**src/rtl/rv32i_seq_ctrl_pkg.sv**
```systemverilog
// Shared RV32I opcode constants, sequencer/ALU/write-back enums and small decode helpers.
package Rv32i_pkg;

    localparam logic [6:0] OPC_OP       = 7'b0110011;
    localparam logic [6:0] OPC_OP_IMM   = 7'b0010011;
    localparam logic [6:0] OPC_LOAD     = 7'b0000011;
    localparam logic [6:0] OPC_STORE    = 7'b0100011;
    localparam logic [6:0] OPC_BRANCH   = 7'b1100011;
    localparam logic [6:0] OPC_JAL      = 7'b1101111;
    localparam logic [6:0] OPC_JALR     = 7'b1100111;
    localparam logic [6:0] OPC_LUI      = 7'b0110111;
    localparam logic [6:0] OPC_AUIPC    = 7'b0010111;
    localparam logic [6:0] OPC_MISC_MEM = 7'b0001111;
    localparam logic [6:0] OPC_SYSTEM   = 7'b1110011;

    typedef enum logic [2:0] {
        S_FETCH, S_DECODE, S_EXEC, S_MEM, S_WB, S_HALT
    } seq_state_t;

    typedef enum logic [3:0] {
        ALU_ADD, ALU_SUB, ALU_SLL, ALU_SLT, ALU_SLTU,
        ALU_XOR, ALU_SRL, ALU_SRA, ALU_OR, ALU_AND
    } alu_op_t;

    typedef enum logic [1:0] {
        WB_ALU, WB_MEM, WB_PC4, WB_IMM
    } wb_sel_t;

    function automatic logic opcode_known(input logic [6:0] opc);
        case (opc)
            OPC_OP, OPC_OP_IMM, OPC_LOAD, OPC_STORE, OPC_BRANCH, OPC_JAL,
            OPC_JALR, OPC_LUI, OPC_AUIPC, OPC_MISC_MEM, OPC_SYSTEM: return 1'b1;
            default: return 1'b0;
        endcase
    endfunction

    // Only register-register ADD/SUB is split by funct7; OP_IMM shifts use bit 30 for SRAI.
    function automatic alu_op_t alu_op_of(input logic [6:0] opc, input logic [2:0] f3,
                                          input logic f7b5);
        alu_op_t op;
        op = ALU_ADD;
        if (opc == OPC_BRANCH) begin
            op = ALU_SUB;
        end else if (opc == OPC_OP || opc == OPC_OP_IMM) begin
            case (f3)
                3'b000:  op = (opc == OPC_OP && f7b5) ? ALU_SUB : ALU_ADD;
                3'b001:  op = ALU_SLL;
                3'b010:  op = ALU_SLT;
                3'b011:  op = ALU_SLTU;
                3'b100:  op = ALU_XOR;
                3'b101:  op = f7b5 ? ALU_SRA : ALU_SRL;
                3'b110:  op = ALU_OR;
                default: op = ALU_AND;
            endcase
        end
        return op;
    endfunction

    function automatic wb_sel_t wb_sel_of(input logic [6:0] opc);
        case (opc)
            OPC_LOAD:          return WB_MEM;
            OPC_JAL, OPC_JALR: return WB_PC4;
            OPC_LUI:           return WB_IMM;
            default:           return WB_ALU;
        endcase
    endfunction

endpackage

```
**src/rtl/rv32i_seq_ctrl_imm_gen.sv**
```systemverilog
// Combinational immediate generator: picks the I/S/B/U/J format from the opcode and sign-extends.
module rv32i_imm_gen
    import Rv32i_pkg::*;
(
    input  logic [31:0] instr,
    output logic [31:0] imm
);

    always_comb begin
        imm = 32'h0;
        case (instr[6:0])
            OPC_OP_IMM, OPC_LOAD, OPC_JALR, OPC_MISC_MEM, OPC_SYSTEM:
                imm = {{20{instr[31]}}, instr[31:20]};
            OPC_STORE:
                imm = {{20{instr[31]}}, instr[31:25], instr[11:7]};
            OPC_BRANCH:
                imm = {{19{instr[31]}}, instr[31], instr[7], instr[30:25], instr[11:8], 1'b0};
            OPC_LUI, OPC_AUIPC:
                imm = {instr[31:12], 12'h000};
            OPC_JAL:
                imm = {{11{instr[31]}}, instr[31], instr[19:12], instr[20], instr[30:21], 1'b0};
            default:
                imm = 32'h0;
        endcase
    end

endmodule

```
**src/rtl/rv32i_seq_ctrl.sv**
```systemverilog
// Multicycle RV32I sequencer: FETCH/DECODE/EXEC/MEM/WB/HALT with PC, decode registers and memory handshakes.
// Optional fault trapping (unknown opcode, misaligned data/target) is enabled by RV32I_SEQ_TRAP_EN.
module rv32i_seq_ctrl
    import Rv32i_pkg::*;
#(
    parameter logic [31:0] RESET_PC = 32'h0000_0000
) (
    input  logic        clk,
    input  logic        rst_n,
    output logic        imem_req,
    output logic [31:0] imem_addr,
    input  logic        imem_ack,
    input  logic [31:0] imem_rdata,
    output logic        dmem_req,
    output logic        dmem_we,
    output logic [3:0]  dmem_be,
    input  logic        dmem_ack,
    input  logic [1:0]  dmem_addr_lo,
    input  logic        br_taken,
    input  logic [31:0] br_target,
    output logic [31:0] pc,
    output logic [31:0] instr,
    output logic [3:0]  alu_op,
    output logic        alu_src_imm,
    output logic [31:0] imm,
    output logic [1:0]  wb_sel,
    output logic        rf_we,
    output logic        halted,
    output logic        trap
);

`ifdef RV32I_SEQ_TRAP_EN
    localparam bit TrapEn = 1'b1;
`else
    localparam bit TrapEn = 1'b0;
`endif

    seq_state_t  state_q, state_d;
    logic        run_q, run_d;
    logic [31:0] pc_q, pc_d;
    logic [31:0] instr_q, instr_d;
    logic [31:0] imm_q, imm_d;
    alu_op_t     alu_op_q, alu_op_d;
    logic        alu_src_imm_q, alu_src_imm_d;
    wb_sel_t     wb_sel_q, wb_sel_d;
    logic        trap_q, trap_d;

    logic [31:0] imm_w;
    logic [6:0]  opc;
    logic [1:0]  size_lo;
    logic [3:0]  be_w;
    logic        mis_data;
    logic        mem_go;

    assign opc     = instr_q[6:0];
    assign size_lo = instr_q[13:12];

    rv32i_imm_gen u_imm_gen (
        .instr (instr_q),
        .imm   (imm_w)
    );

    // Misaligned H/W accesses fall back to the aligned-down lane mask.
    always_comb begin
        be_w = 4'hF;
        case (size_lo)
            2'b00:   be_w = 4'b0001 << dmem_addr_lo;
            2'b01:   be_w = dmem_addr_lo[1] ? 4'b1100 : 4'b0011;
            default: be_w = 4'hF;
        endcase
    end

    assign mis_data = (size_lo == 2'b01 && dmem_addr_lo[0]) ||
                      (size_lo[1] && dmem_addr_lo != 2'b00);
    assign mem_go   = (state_q == S_MEM) && !(TrapEn && mis_data);

    always_comb begin
        state_d       = state_q;
        run_d         = 1'b1;
        pc_d          = pc_q;
        instr_d       = instr_q;
        imm_d         = imm_q;
        alu_op_d      = alu_op_q;
        alu_src_imm_d = alu_src_imm_q;
        wb_sel_d      = wb_sel_q;
        trap_d        = trap_q;
        case (state_q)
            S_FETCH: begin
                if (run_q && imem_ack) begin
                    instr_d = imem_rdata;
                    state_d = S_DECODE;
                end
            end
            S_DECODE: begin
                imm_d         = imm_w;
                alu_op_d      = alu_op_of(opc, instr_q[14:12], instr_q[30]);
                alu_src_imm_d = !(opc == OPC_OP || opc == OPC_BRANCH);
                wb_sel_d      = wb_sel_of(opc);
                if (opc == OPC_SYSTEM) begin
                    state_d = S_HALT;
                end else if (!opcode_known(opc)) begin
                    if (TrapEn) begin
                        state_d = S_HALT;
                        trap_d  = 1'b1;
                    end else begin
                        state_d = S_FETCH;
                        pc_d    = pc_q + 32'd4;
                    end
                end else begin
                    state_d = S_EXEC;
                end
            end
            S_EXEC: begin
                if (TrapEn && br_taken && br_target[1:0] != 2'b00) begin
                    state_d = S_HALT;
                    trap_d  = 1'b1;
                end else begin
                    pc_d = br_taken ? (br_target & 32'hFFFF_FFFC) : pc_q + 32'd4;
                    case (opc)
                        OPC_BRANCH, OPC_MISC_MEM: state_d = S_FETCH;
                        OPC_LOAD, OPC_STORE:      state_d = S_MEM;
                        default:                  state_d = S_WB;
                    endcase
                end
            end
            S_MEM: begin
                if (TrapEn && mis_data) begin
                    state_d = S_HALT;
                    trap_d  = 1'b1;
                end else if (dmem_ack) begin
                    state_d = (opc == OPC_STORE) ? S_FETCH : S_WB;
                end
            end
            S_WB:    state_d = S_FETCH;
            S_HALT:  state_d = S_HALT;
            default: state_d = S_FETCH;
        endcase
    end

    always_ff @(posedge clk or negedge rst_n) begin
        if (!rst_n) begin
            state_q       <= S_FETCH;
            run_q         <= 1'b0;
            pc_q          <= RESET_PC;
            instr_q       <= 32'h0;
            imm_q         <= 32'h0;
            alu_op_q      <= ALU_ADD;
            alu_src_imm_q <= 1'b0;
            wb_sel_q      <= WB_ALU;
            trap_q        <= 1'b0;
        end else begin
            state_q       <= state_d;
            run_q         <= run_d;
            pc_q          <= pc_d;
            instr_q       <= instr_d;
            imm_q         <= imm_d;
            alu_op_q      <= alu_op_d;
            alu_src_imm_q <= alu_src_imm_d;
            wb_sel_q      <= wb_sel_d;
            trap_q        <= trap_d;
        end
    end

    // run_q keeps imem_req low while reset is held even though the state resets to FETCH.
    assign imem_req    = run_q && (state_q == S_FETCH);
    assign imem_addr   = pc_q;
    assign dmem_req    = mem_go;
    assign dmem_we     = mem_go && (opc == OPC_STORE);
    assign dmem_be     = mem_go ? be_w : 4'b0000;
    assign rf_we       = (state_q == S_WB) && (instr_q[11:7] != 5'd0);
    assign halted      = (state_q == S_HALT);
    assign trap        = trap_q;
    assign pc          = pc_q;
    assign instr       = instr_q;
    assign alu_op      = alu_op_q;
    assign alu_src_imm = alu_src_imm_q;
    assign imm         = imm_q;
    assign wb_sel      = wb_sel_q;

endmodule
```
**config.mk**
```make
export PLATFORM = sky130hd
export DESIGN_NAME = rv32i_seq_ctrl
export DESIGN_NICKNAME = d
export VERILOG_FILES = /design/src/rtl/rv32i_seq_ctrl_pkg.sv /design/src/rtl/rv32i_seq_ctrl_imm_gen.sv /design/src/rtl/rv32i_seq_ctrl.sv
export SDC_FILE = /design/constraint.sdc
export NUM_CORES = 1
export LEC_CHECK = 0
export CAP_MARGIN = 40
export CELL_PAD_IN_SITES_DETAIL_PLACEMENT = 1
export CELL_PAD_IN_SITES_GLOBAL_PLACEMENT = 1
export CORE_MARGIN = 5
export CORE_UTILIZATION = 33
export DETAILED_ROUTE_END_ITERATION = 7
export GPL_TIMING_DRIVEN = 1
export PLACE_DENSITY_LB_ADDON = 0.1
export SETUP_SLACK_MARGIN = 0.1
export SKIP_CTS_REPAIR_TIMING = 1
export SYNTH_ARGS = -nofsm -noshare
export SYNTH_HDL_FRONTEND = slang
export SYNTH_SLANG_ARGS = --single-unit
```
**constraint.sdc**
```tcl
create_clock -name clk -period 2.3 [get_ports clk]
set_input_delay 0.46 -clock clk [delete_from_list [all_inputs] [get_ports clk]]
set_output_delay 0.46 -clock clk [all_outputs]
set_load 0.01 [all_outputs]
```
==> metrics.md <==
| Metric | Value |
|---|---|
| CTS tree | built |
| Prevailing post-synth register cell | dfrtp_1 |
| Setup Skew | between 0.01 and 0.015 ns |
| Detail Route Antenna Nets | 0 |
| Placer Congestion | 0.858 |
| Crit start category | register |
| Ports | 216 |
| Unrepaired setup endpoints after global routing | true |
| Worst R2R Start | state_q[2] |
| Final core utilization | 50.7% |
| Die area | 20600 µm² |
| VDD IR-drop max | 0.577 mV |
| CTS H-tree depth | 3 |
| GRT Util Overall | about a fifth |
| Post-synth EDFFs | 0 |
| CTS buffer count | 9 |
| Logic gate share of total power | 54.3% |
| Register area | between 2000 and 3000 µm² |
| Synth async-reset ratio | between 90% and 100% |
| Sw power | 4.70 mW |
| Clock-pin slew on the worst setup and hold paths | 0.07 ns |
| Capture point of the worst reg-to-reg path | imm[11] |
| Crit. Startpoint | instr[2] |
| Kind of critical path | reg2out |
| Max-cap violations | 0 |
| Max Clk Rate | 0.416 GHz |
| Avg Synthesized Cell Area | around 9.8 µm² |
| PortBufs | ~210 |
| Initial core utilization | 33.8% |
| Clock share of power | around 15% |
| Leak | 3.84 nW |
| Vias in the first global route | 5969 |
| Synth cell types | 68 |
| Nets | 882 |
| Slowest CP cell | dfrtp_1 |
| Worst R2R Path Depth | 6 |
| Hold WC Path Type | in2async |
| Slew Limit Fails | 0 |
| Post-synthesis cell area | 5890 µm² |
| Clock Tree Buf Depth | 2 |
| Seq/Total Area, Yosys | 44.6% |
| Pre-CTS setup slack | -0.122 ns |
| P&R area growth vs syn | 49.9% |
| Row count | 48 |
| Yosys reg bits | 105 |
| Area share of the largest cell type after synthesis | 44.6% |
| PwrDens | 1280 nW/µm² |
| Via Count | 5591 |
| Area occupied by multi-input gates | 2870 µm² |
| Wire length of the first global-routing pass | 33.3 mm |
| Reg2reg setup slack | between 0.15 and 0.2 ns |
| CP endpoint kind | output pin |
| Sw Share | just over 40% |
| Fill cells | about 1900 |
| CTS Sinks | approximately 110 |
| # DRC | 0 |
| Layout cells sized above 1 | between 20% and 30% |
| Routed WL | 21.7 mm |
| Synth area leader | dfrtp_1 |
| Die Y-Extent | around 140 µm |
| Crit path cell chain | or2_2 -> or3_4 -> nor3_4 -> nor2b_4 -> buf_6 |
| Post-DP HPWL | about 16 mm |
| Largest net degree at the start of global routing | 67 |
| Cell Int Power | 6.64 mW |
| Status | finished with violations |
| Die X | 144 µm |
| Routed wire per std cell | 20.9 µm |
| Sequential fraction of design power | slightly above 30% |
| Final Hold Viols | 0 |
| Clock latency on the worst-skew pair | roughly 0.37 ns |
| Commonest cells in the netlist | dfrtp_1 (105), nand2_1 (58), nand3_1 (49) |
| Worst setup margin | -0.101 ns |
| Core area | 17400 µm² |
| CP Data Required Time | 1.84 ns |
| Arrival time worst endpoint | 1.94 ns |
| GR Overflow Total | 0 |
| DRT iter0 DRCs | 215 |
| Vias per inst | ~5.4 |
| Initial antenna violation count | 0 |
| Setup violations, final | 1 |
| CP Capture Point | dmem_we |
| Top-count cell post-synth | dfrtp_1 |
| Pre-antenna DRT Iters | 4 |
| N_diodes | 0 |
| Final Critical Period | 2.40 ns |
| Max incr delay on CP | between 0.4 and 0.5 ns |
| Tcrit/Tclk final | 104% |
| Worst Path Max Fanout | 3 |
| Area contributors post-synth | dfrtp_1 (45%), mux2_2 (6.1%), buf_4 (4.5%), nand3_1 (4.2%), nand2_1 (3.7%) |
| YS warnings | 0 |
| Root Driver | clkbuf_16 |
| Violated checks | negative setup slack |
| Cells after Synth | 603 |
## layout make-up
cell class | count | area share (%)
clock buffer | 9 | 2.55
clock inverter | 7 | 1.33
inverter | 11 | 0.467
multi-input combinational | 411 | 32.4
sequential | 105 | 29.8
tap | 225 | 3.19
timing repair buffer | 272 | 30.2
## cells by family after synthesis
family / after synthesis / share of synthesized area, %
AND/OR/NAND/NOR: 208 / 18.2
AO/OA/AOI/OAI: 160 / 21.4
flip-flops: 105 / 44.6
buffers and inverters: 91 / 8.73
multiplexers: 33 / 6.28
adder cells (fa/ha/maj): 2 / 0.382
other: 2 / 0.127
XOR/XNOR: 2 / 0.297
## power by group through the flow
stage | Combinational, mW | Clock (mW) | Sequential [mW]
floorplan | 2.84 | 0 | 3.48
finish | 6.17 | 1.75 | 3.43
global placement | 5.73 | 0 | 3.39
detailed placement | 5.91 | 0 | 3.46
global route | 6.58 | 1.86 | 3.57
CTS | 5.94 | 1.80 | 3.43
## worst min path at each step
stage	from	to	cells past startpoint
6_report	rst_n	instr[1]	2
5_1_grt	rst_n	instr[1]	2
4_1_cts	rst_n	instr[1]	1
3_5_place_dp	rst_n	instr[1]	1
3_3_place_gp	rst_n	instr[1]	1
2_1_floorplan	rst_n	alu_op[0]	0
## worst max-delay path: cells and delay by family (launching register included)
family                 cells  cell delay (ns)
AND/OR/NAND/NOR            4             1.05
flip-flops                 1             0.42
buffers and inverters      1             0.10
## stage by stage
stage,TNS (ns),total power [mW],std cells,hold WS (ns),cell area [µm²]
3_5_place_dp,-0.122,9.36,1014,0.276,8290
2_1_floorplan,0,6.33,607,0.164,5920
6_report,-0.101,11.3,1040,0.444,8830
4_1_cts,-2.79,11.2,1030,-0.118,8630
5_1_grt,-0.142,12.0,1040,0.444,8830
3_3_place_gp,-1.04,9.12,1013,0.273,8280
## layer usage
metal,global-route usage [%],up-vias,part of all wire (%)
li1,-,2584,-
met4,6.94,0,2.4
met3,5.82,26,6.5
met1,25.2,2829,41
met5,0,-,0
met2,34.5,152,50
## cells in the final DEF, fill, tap and decap left out, types with 7 or more instances in the layout
cell type          n
a21oi_1           23
clkdlybuf4s50_1  198
o22ai_1           11
nand3_1           49
o211ai_1           7
a22oi_1            9
inv_1             11
nand2_1           57
clkbuf_16         10
and3_1             8
mux2_2            32
a21oi_2           12
o21ai_0           23
a32oi_1            8
dlymetal6s2s_1     8
nor2_1            30
dfrtp_1          102
buf_4             56
a2bb2oi_2         14
nand4_1           10
a22o_1             9
## registers in the layout, indices dropped and copies added, names as in the netlist
signal and count:
alu_src_imm 1, state_q 3, run_q 1, imem_addr 30, wb_sel 2, instr 32
alu_op 4, imm 32
Note: power is estimated with default switching activity, not from simulation.
